--- src/rtl/ulpi_init_seq.sv ---
// ULPI PHY bring-up sequencer: reads the vendor ID, resets the PHY, then programs
// and verifies Function Control through the ULPI register engine.
module ulpi_init_seq #(
  parameter int         MAX_RETRY     = 3,
  parameter int         TIMEOUT       = 1023,
  parameter logic [7:0] FUNC_CTRL_VAL = 8'h45
) (
  input  logic       CLK_60M,
  input  logic       NRST_A_USB,
  input  logic       RESTART,
  input  logic       READY,
  input  logic       REG_DONE,
  input  logic       REG_FAIL,
  input  logic [7:0] REG_DATA_O,
  output logic       REG_EN,
  output logic       REG_RW,
  output logic [5:0] REG_ADDR,
  output logic [7:0] REG_DATA_I,
  output logic [7:0] VENDOR_ID,
  output logic [2:0] STEP,
  output logic       INIT_DONE,
  output logic       INIT_ERR
);

  localparam int TW = ($clog2(TIMEOUT + 1) > 10) ? $clog2(TIMEOUT + 1) : 10;
  localparam int CW = (MAX_RETRY < 1) ? 1 : $clog2(MAX_RETRY + 1);
  localparam logic [TW-1:0] TMO_MAX   = TW'(TIMEOUT);
  localparam logic [CW-1:0] RETRY_MAX = CW'(MAX_RETRY);

  typedef enum logic [2:0] {
    S_WAIT_RDY, S_ISSUE, S_WAIT_RSP, S_RST_LOW, S_RST_HIGH, S_DONE, S_ERROR
  } state_t;

  state_t        state;
  logic [TW-1:0] tmo_cnt;
  logic [CW-1:0] retry_cnt;
  logic          tmo_hit;

  assign tmo_hit = (tmo_cnt == TMO_MAX);

  // {rw, addr, wdata} for each step of the bring-up table
  function automatic logic [14:0] step_op(input logic [2:0] s);
    case (s)
      3'd0:    step_op = {1'b0, 6'h00, 8'h00};
      3'd1:    step_op = {1'b1, 6'h04, 8'h20};
      3'd2:    step_op = {1'b1, 6'h0A, 8'h00};
      3'd3:    step_op = {1'b1, 6'h04, FUNC_CTRL_VAL};
      default: step_op = {1'b0, 6'h04, 8'h00};
    endcase
  endfunction

  always_ff @(posedge CLK_60M or negedge NRST_A_USB) begin
    if (!NRST_A_USB) begin
      state      <= S_WAIT_RDY;
      STEP       <= '0;
      REG_EN     <= 1'b0;
      REG_RW     <= 1'b0;
      REG_ADDR   <= '0;
      REG_DATA_I <= '0;
      VENDOR_ID  <= '0;
      INIT_DONE  <= 1'b0;
      INIT_ERR   <= 1'b0;
      tmo_cnt    <= '0;
      retry_cnt  <= '0;
    end else begin
      REG_EN  <= 1'b0;
      tmo_cnt <= '0;
      case (state)
        S_WAIT_RDY:
          if (READY && !REG_DONE && !REG_FAIL) begin
            state  <= S_ISSUE;
            REG_EN <= 1'b1;
          end else if (tmo_hit) begin
            state    <= S_ERROR;
            INIT_ERR <= 1'b1;
          end else tmo_cnt <= tmo_cnt + 1'b1;
        S_ISSUE: state <= S_WAIT_RSP;
        S_WAIT_RSP:
          // an abort wins even when the engine also flags completion
          if (REG_FAIL) begin
            if (retry_cnt == RETRY_MAX) begin
              state    <= S_ERROR;
              INIT_ERR <= 1'b1;
            end else begin
              retry_cnt <= retry_cnt + 1'b1;
              state     <= S_WAIT_RDY;
            end
          end else if (REG_DONE) begin
            case (STEP)
              3'd1: begin
                retry_cnt <= '0;
                state     <= S_RST_LOW;
              end
              3'd4:
                if (REG_DATA_O == FUNC_CTRL_VAL) begin
                  state     <= S_DONE;
                  INIT_DONE <= 1'b1;
                end else begin
                  state    <= S_ERROR;
                  INIT_ERR <= 1'b1;
                end
              default: begin
                if (STEP == 3'd0) VENDOR_ID <= REG_DATA_O;
                retry_cnt <= '0;
                STEP      <= STEP + 3'd1;
                {REG_RW, REG_ADDR, REG_DATA_I} <= step_op(STEP + 3'd1);
                state     <= S_WAIT_RDY;
              end
            endcase
          end else if (tmo_hit) begin
            state    <= S_ERROR;
            INIT_ERR <= 1'b1;
          end else tmo_cnt <= tmo_cnt + 1'b1;
        S_RST_LOW:
          if (!READY) state <= S_RST_HIGH;
          else if (tmo_hit) begin
            state    <= S_ERROR;
            INIT_ERR <= 1'b1;
          end else tmo_cnt <= tmo_cnt + 1'b1;
        S_RST_HIGH:
          if (READY) begin
            STEP  <= 3'd2;
            {REG_RW, REG_ADDR, REG_DATA_I} <= step_op(3'd2);
            state <= S_WAIT_RDY;
          end else if (tmo_hit) begin
            state    <= S_ERROR;
            INIT_ERR <= 1'b1;
          end else tmo_cnt <= tmo_cnt + 1'b1;
        S_DONE, S_ERROR:
          if (RESTART) begin
            INIT_DONE <= 1'b0;
            INIT_ERR  <= 1'b0;
            retry_cnt <= '0;
            STEP      <= '0;
            {REG_RW, REG_ADDR, REG_DATA_I} <= step_op(3'd0);
            state     <= S_WAIT_RDY;
          end
        default: begin
          state    <= S_ERROR;
          INIT_ERR <= 1'b1;
        end
      endcase
    end
  end

endmodule

--- config.mk ---
export PLATFORM = sky130hd
export DESIGN_NAME = ulpi_init_seq
export DESIGN_NICKNAME = d
export VERILOG_FILES = /design/src/rtl/ulpi_init_seq.sv
export SDC_FILE = /design/constraint.sdc
export NUM_CORES = 1
export LEC_CHECK = 0
export ABC_AREA = 1
export CORE_MARGIN = 4
export CORE_UTILIZATION = 45
export DETAILED_ROUTE_END_ITERATION = 6
export DONT_BUFFER_PORTS = 1
export PLACE_DENSITY_LB_ADDON = 0.08
export SLEW_MARGIN = 10
export SYNTH_ARGS = -nofsm -noshare
export SYNTH_HDL_FRONTEND = slang
export SYNTH_SLANG_ARGS = --single-unit
--- constraint.sdc ---
create_clock -name CLK_60M -period 3.4 [get_ports CLK_60M]
set_clock_uncertainty 0.05 [all_clocks]
set_input_delay 0.68 -clock CLK_60M [delete_from_list [all_inputs] [get_ports CLK_60M]]
set_output_delay 0.68 -clock CLK_60M [all_outputs]
set_load 0.01 [all_outputs]
Word level (Yosys, flattened, before mapping)
Cells that the tools add are included.

storage, ports and cells
  output and inout bits = 29
  register bits after elaboration = 44
  logic and storage cells = 128

operators by class
  bitwise operators = 3
  reductions and logical operators = 16
  $add $sub $neg = 3
  equal/unequal tests = 30
  mux-type cells = 65

operator list
  operator                                                               count
  10-bit two-way mux                                                     6
  15-bit one-hot mux with 4 select lines                                 1
  8-bit two-way mux                                                      5
  10-bit one-hot mux with 4 select lines                                 1
  3-bit two-way mux                                                      12
  6-bit two-way mux                                                      5
  8-bit one-hot mux with 3 select lines                                  1
  1-bit two-way mux                                                      20
  2-bit != test, second input constant                                   9
  3-bit one-hot mux with 6 select lines                                  1
  6-bit one-hot mux with 3 select lines                                  1
  3-bit by 2-bit equality test with 1-bit output, second input constant  4
  3-bit equality test, second input constant                             4
  2-bit two-way mux                                                      6
  3-bit != test, second input constant                                   4
  6-bit AND reduction                                                    2
  10-bit by 1-bit adder with 10-bit output, second input constant        1
  10-bit equality test, second input constant                            1
  5-bit AND reduction                                                    2
  3-bit by 1-bit equality test with 1-bit output, second input constant  3
  3-bit zero test                                                        3
  3-bit one-hot mux with 3 select lines                                  1
  8-bit by 7-bit equality test with 1-bit output, second input constant  1
  8-bit AND reduction                                                    1
  other kinds (17)                                                       22

Longest topological paths before layout
  depth after elaboration = 7
  mapped depth = 10
  mapped depth without buffers = 10

Worst setup path after synthesis
Ideal clock, no wire load.

  kind = input to register
  start = input REG_FAIL
  end = register VENDOR_ID[4]
  buffers on the path = 1
  arrival time = 1,461 ps
  path slack = 1,763 ps
  stages on the path = 7
  library setup time = 126 ps
  data required time = 3,224 ps
  path through = inv_1 -> nand2_1 -> nor2_4 -> nand4_2 -> buf_2 -> nand2_1 -> o21ai_0

on the way
  longest elaborated chain between the ends = 2

ends and longest elaborated chain
  element                               RTL line  source
  start, declared                       13        input logic REG_FAIL,
  1-bit NOT (no source line)            -
  5-bit AND reduction (no source line)  -
  end signal, assigned                  60        VENDOR_ID <= '0;
  end signal, assigned                  103       if (STEP == 3'd0) VENDOR_ID <= REG_DATA_O;
  end, declared                         19        output logic [7:0] VENDOR_ID,

Every way passes these cells.
A chain may end at the register's enable or synchronous reset.

Worst setup path in the final report
  start = register STEP[0]
  end = register REG_RW

on the way
  longest elaborated chain between the ends = 7
  elaborated cells between the ends (all ways) = 15
  classes of those cells = 1 x add/sub; 6 x eq/ne; 5 x mux; 3 x reduce/logical

ends and longest elaborated chain
  element                                                                 RTL line  source
  start, declared                                                         20        output logic [2:0] STEP,
  start signal, assigned                                                  105       STEP <= STEP + 3'd1;
  3-bit by 1-bit adder with 3-bit output                                  106       {REG_RW, REG_ADDR, REG_DATA_I} <= step_op(STEP + 3'd1);
  3-bit by 2-bit equality test with 1-bit output (tied with other cells)  43        case (s)
  15-bit one-hot mux with 4 select lines                                  43
  1-bit two-way mux                                                       89        case (STEP)
  1-bit two-way mux                                                       88        end else if (REG_DONE) begin
  1-bit two-way mux                                                       80        if (REG_FAIL) begin
  1-bit one-hot mux with 3 select lines                                   68        case (state)
  end signal, assigned                                                    106
  end signal, assigned                                                    123       {REG_RW, REG_ADDR, REG_DATA_I} <= step_op(3'd2);
  end signal, assigned                                                    135       {REG_RW, REG_ADDR, REG_DATA_I} <= step_op(3'd0);
  end, declared                                                           16        output logic REG_RW,

Several ways; a longest one is shown, not always the timed one. The select of a mux whose other input is x is not followed.

==> out/metrics.csv <==
stage,metric,value,unit
routing,route.vias.total,1617,
die,design.core.area,0.00438,sq mm
final_layout,final_cells,327,
routing,final_antenna_net_count,0,
global_route,grt_first_pass_wirelength,7080,um
final_layout,design_area,0.00218,sq mm
pwr,p_leak,1.14,nW
final_layout,drive_above_1_share,0.0873,
clock_network,cts-buffers-inserted,5,
job,cap_violations,0,
final_layout,final_util,0.497,
clock_network,insertion_delay,0.28,ns
worst_setup_path,worstPathArrival,1.94,ns
worst_setup_path,crit_chain,inv_1 > ha_1 > nand2_1 > nand2_1 > o21ai_2 > nand2_4 > a21boi_0 > nand2_1,
routing,viasPerCell,4.94,
clock_network,cts_num_sinks,34,
yosys,ys_ff_latch,34,
timing,finalHoldViolCount,0,
yosys,avgSynthCellArea,7.55,sq um
global_route,grt.overflow.total,0,
die,die_area,0.00573,sq mm
clock_network,clk_path_buf_depth,2,
worst_setup_path,ff2ff_path_depth,8,
yosys,synth_flop_cell,dfrtp_1,
placement,dpl.hpwl,3180,um
clock_network,cts_setup_buffers,0,
global_route,antenna_found_initial,0,
final_layout,final_nets,296,
placement,place.port_buffers,0,
routing,drtIter0Drc,77,
final_layout,mostFrequentLayoutCells,"nand2_1, dfrtp_1, nor2_1, inv_1, nand3_1",
worst_setup_path,timing.rr.start,STEP[0],
timing,fin_tns_setup,0,ns
die,pin_count,43,
yosys,synth-edff-count,0,
routing,dr.pass1.iters,4,
worst_setup_path,cp_max_fo,9,
clock_network,cts_root_buf,clkbuf_8,
run_status,status,"finished, final reports clean",
worst_setup_path,timing.rr.end,REG_RW,
yosys,ys.warnings.count,0,
worst_setup_path,crit_family,flip-flops,
worst_setup_path,worstSetupPathType,reg2reg,
yosys,synth_area_leaders,"dfrtp_1, nand2_1, nor2_1",
pwr,p_per_area,822,mW/mm^2
final_layout,n_antenna_cell,0,
clock_network,h-tree-depth,2,
yosys,syn-cell-area,0.00206,sq mm
clock_network,hold_buffers,0,
placement,routabilityCongestion,0.857,
placement,place_area,0.00207,sq mm
yosys,synthDistinctLibCells,31,
routing,drcViolationCount,0,
timing,period_share,0.537,
timing,setup_viol,0,
die,die_h,75.7,um
yosys,async_reset_ff_frac,1.00,
global_route,grt_use_total,0.163,
worst_setup_path,critPathCaptureType,register,
clock_network,clk_pin_slew_worst_paths,0.07,ns
routing,wl,4130,um
timing,rsz0062_at_grt,false,
die,fp.dieW,75.7,um
die,start_util,0.470,
worst_setup_path,r2r_setup_slack,1.58,ns
timing,slew_violations,0,
timing,period_minus_slack,1.82,ns
clock_network,ctsResizeCount,0,
global_route,grt_max_degree,35,
pwr,vdd_drop_max,0.408,mV
placement,dp.cells,320,
final_layout,syn2layout_area_growth,5.83,%
worst_setup_path,critPathBufInv,1,
worst_hold_path,hp-class,in2async,
global_route,first_global_vias,1544,
pwr,finalPower,1.79,mW
worst_setup_path,crit_required,3.52,ns
routing,avgRoutedWirePerCell,12.6,um
yosys,yosysTopAreaCell,dfrtp_1,
worst_setup_path,crit_path_start_kind,register,
die,num_rows,24,
clock_network,cts_tree,built,
yosys,synth_top_area_frac,0.413,
final_layout,layout_commonest_cell,nand2_1,
yosys,synth_seq_area_share,0.413,
yosys,synthCells,273,
timing,fmaxAchievable,0.548,GHz
worst_setup_path,slowest_stage,dfrtp_1,
worst_setup_path,path_common_cell,nand2_1,
worst_setup_path,cp_slowest_stage_delay,0.48,ns
final_layout,nFillCells,443,
==> power by group <==
group          internal (mW)  leakage (nW)  switching (mW)
combinational          0.251         0.642           0.447
clock                  0.234        0.0573           0.144
sequential             0.540         0.443           0.177
==> kinds of logic (layout without fill, tap and decap cells) <==
logic type | Yosys count | after routing | synth area share
and+or+nand+nor | 153 | 153 | 0.332
buffers and inverters | 42 | 38 | 0.0953
DFF | 34 | 34 | 0.413
AOI/OAI and AO/OA | 27 | 27 | 0.0777
xor gates and xnor gates | 9 | 9 | 0.0382
adders and majority gates | 7 | 7 | 0.0425
other | 1 | 7 | 0.00182
==> sequential cells by signal, indices dropped and copies added (netlist names) <==
name / flops
INIT_DONE: 1
INIT_ERR: 1
REG_ADDR: 2
REG_DATA_I: 2
REG_EN: 1
REG_RW: 1
STEP: 3
VENDOR_ID: 8
retry_cnt: 2
state: 3
tmo_cnt: 10
==> stage by stage <==
stage	worst slack [ns]	hold WS, ns
global placement	1.57	0.335
global route	1.28	0.0143
CTS	1.55	0.0252
finish	1.58	0.0363
floorplan	1.76	0.334
detailed placement	1.56	0.335
==> per-layer routing <==
layer,track usage,wire length [um]
met2,0.266,1970
met4,0.0524,45
met5,0,0
met1,0.209,1930
met3,0.0475,185
==> area by class of cell <==
type | count | area, sq um | area share
tap | 52 | 65.1 | 0.0298
inverter | 31 | 116 | 0.0534
clock inverter | 1 | 30.0 | 0.0138
multi-input combinational | 203 | 1040 | 0.475
clock buffer | 6 | 82.6 | 0.0379
sequential | 34 | 851 | 0.390
==> worst max path at each step <==
stage / from / end / slack [ns] / cells past startpoint
2_1_floorplan: REG_FAIL / VENDOR_ID[4] / 1.76 / 7
6_report: STEP[0] / REG_RW / 1.58 / 8
3_3_place_gp: STEP[0] / STEP[1] / 1.57 / 8
5_1_grt: STEP[0] / REG_RW / 1.28 / 8
3_5_place_dp: STEP[0] / STEP[1] / 1.56 / 8
4_1_cts: STEP[0] / REG_RW / 1.55 / 8
==> Yosys cell counts (2+ instances only) <==
cell type / n
a21oi_1: 5
inv_1: 30
ha_1: 7
dfrtp_1: 34
nand4_1: 3
nor2_4: 3
xor2_1: 4
o21ai_0: 14
buf_4: 10
a21boi_0: 2
nor3_1: 2
xnor2_1: 5
nor2_2: 4
nand2_2: 2
nor2_1: 32
nand3_1: 18
nand2_1: 84
No activity file was read; power rests on OpenSTA's default activity.
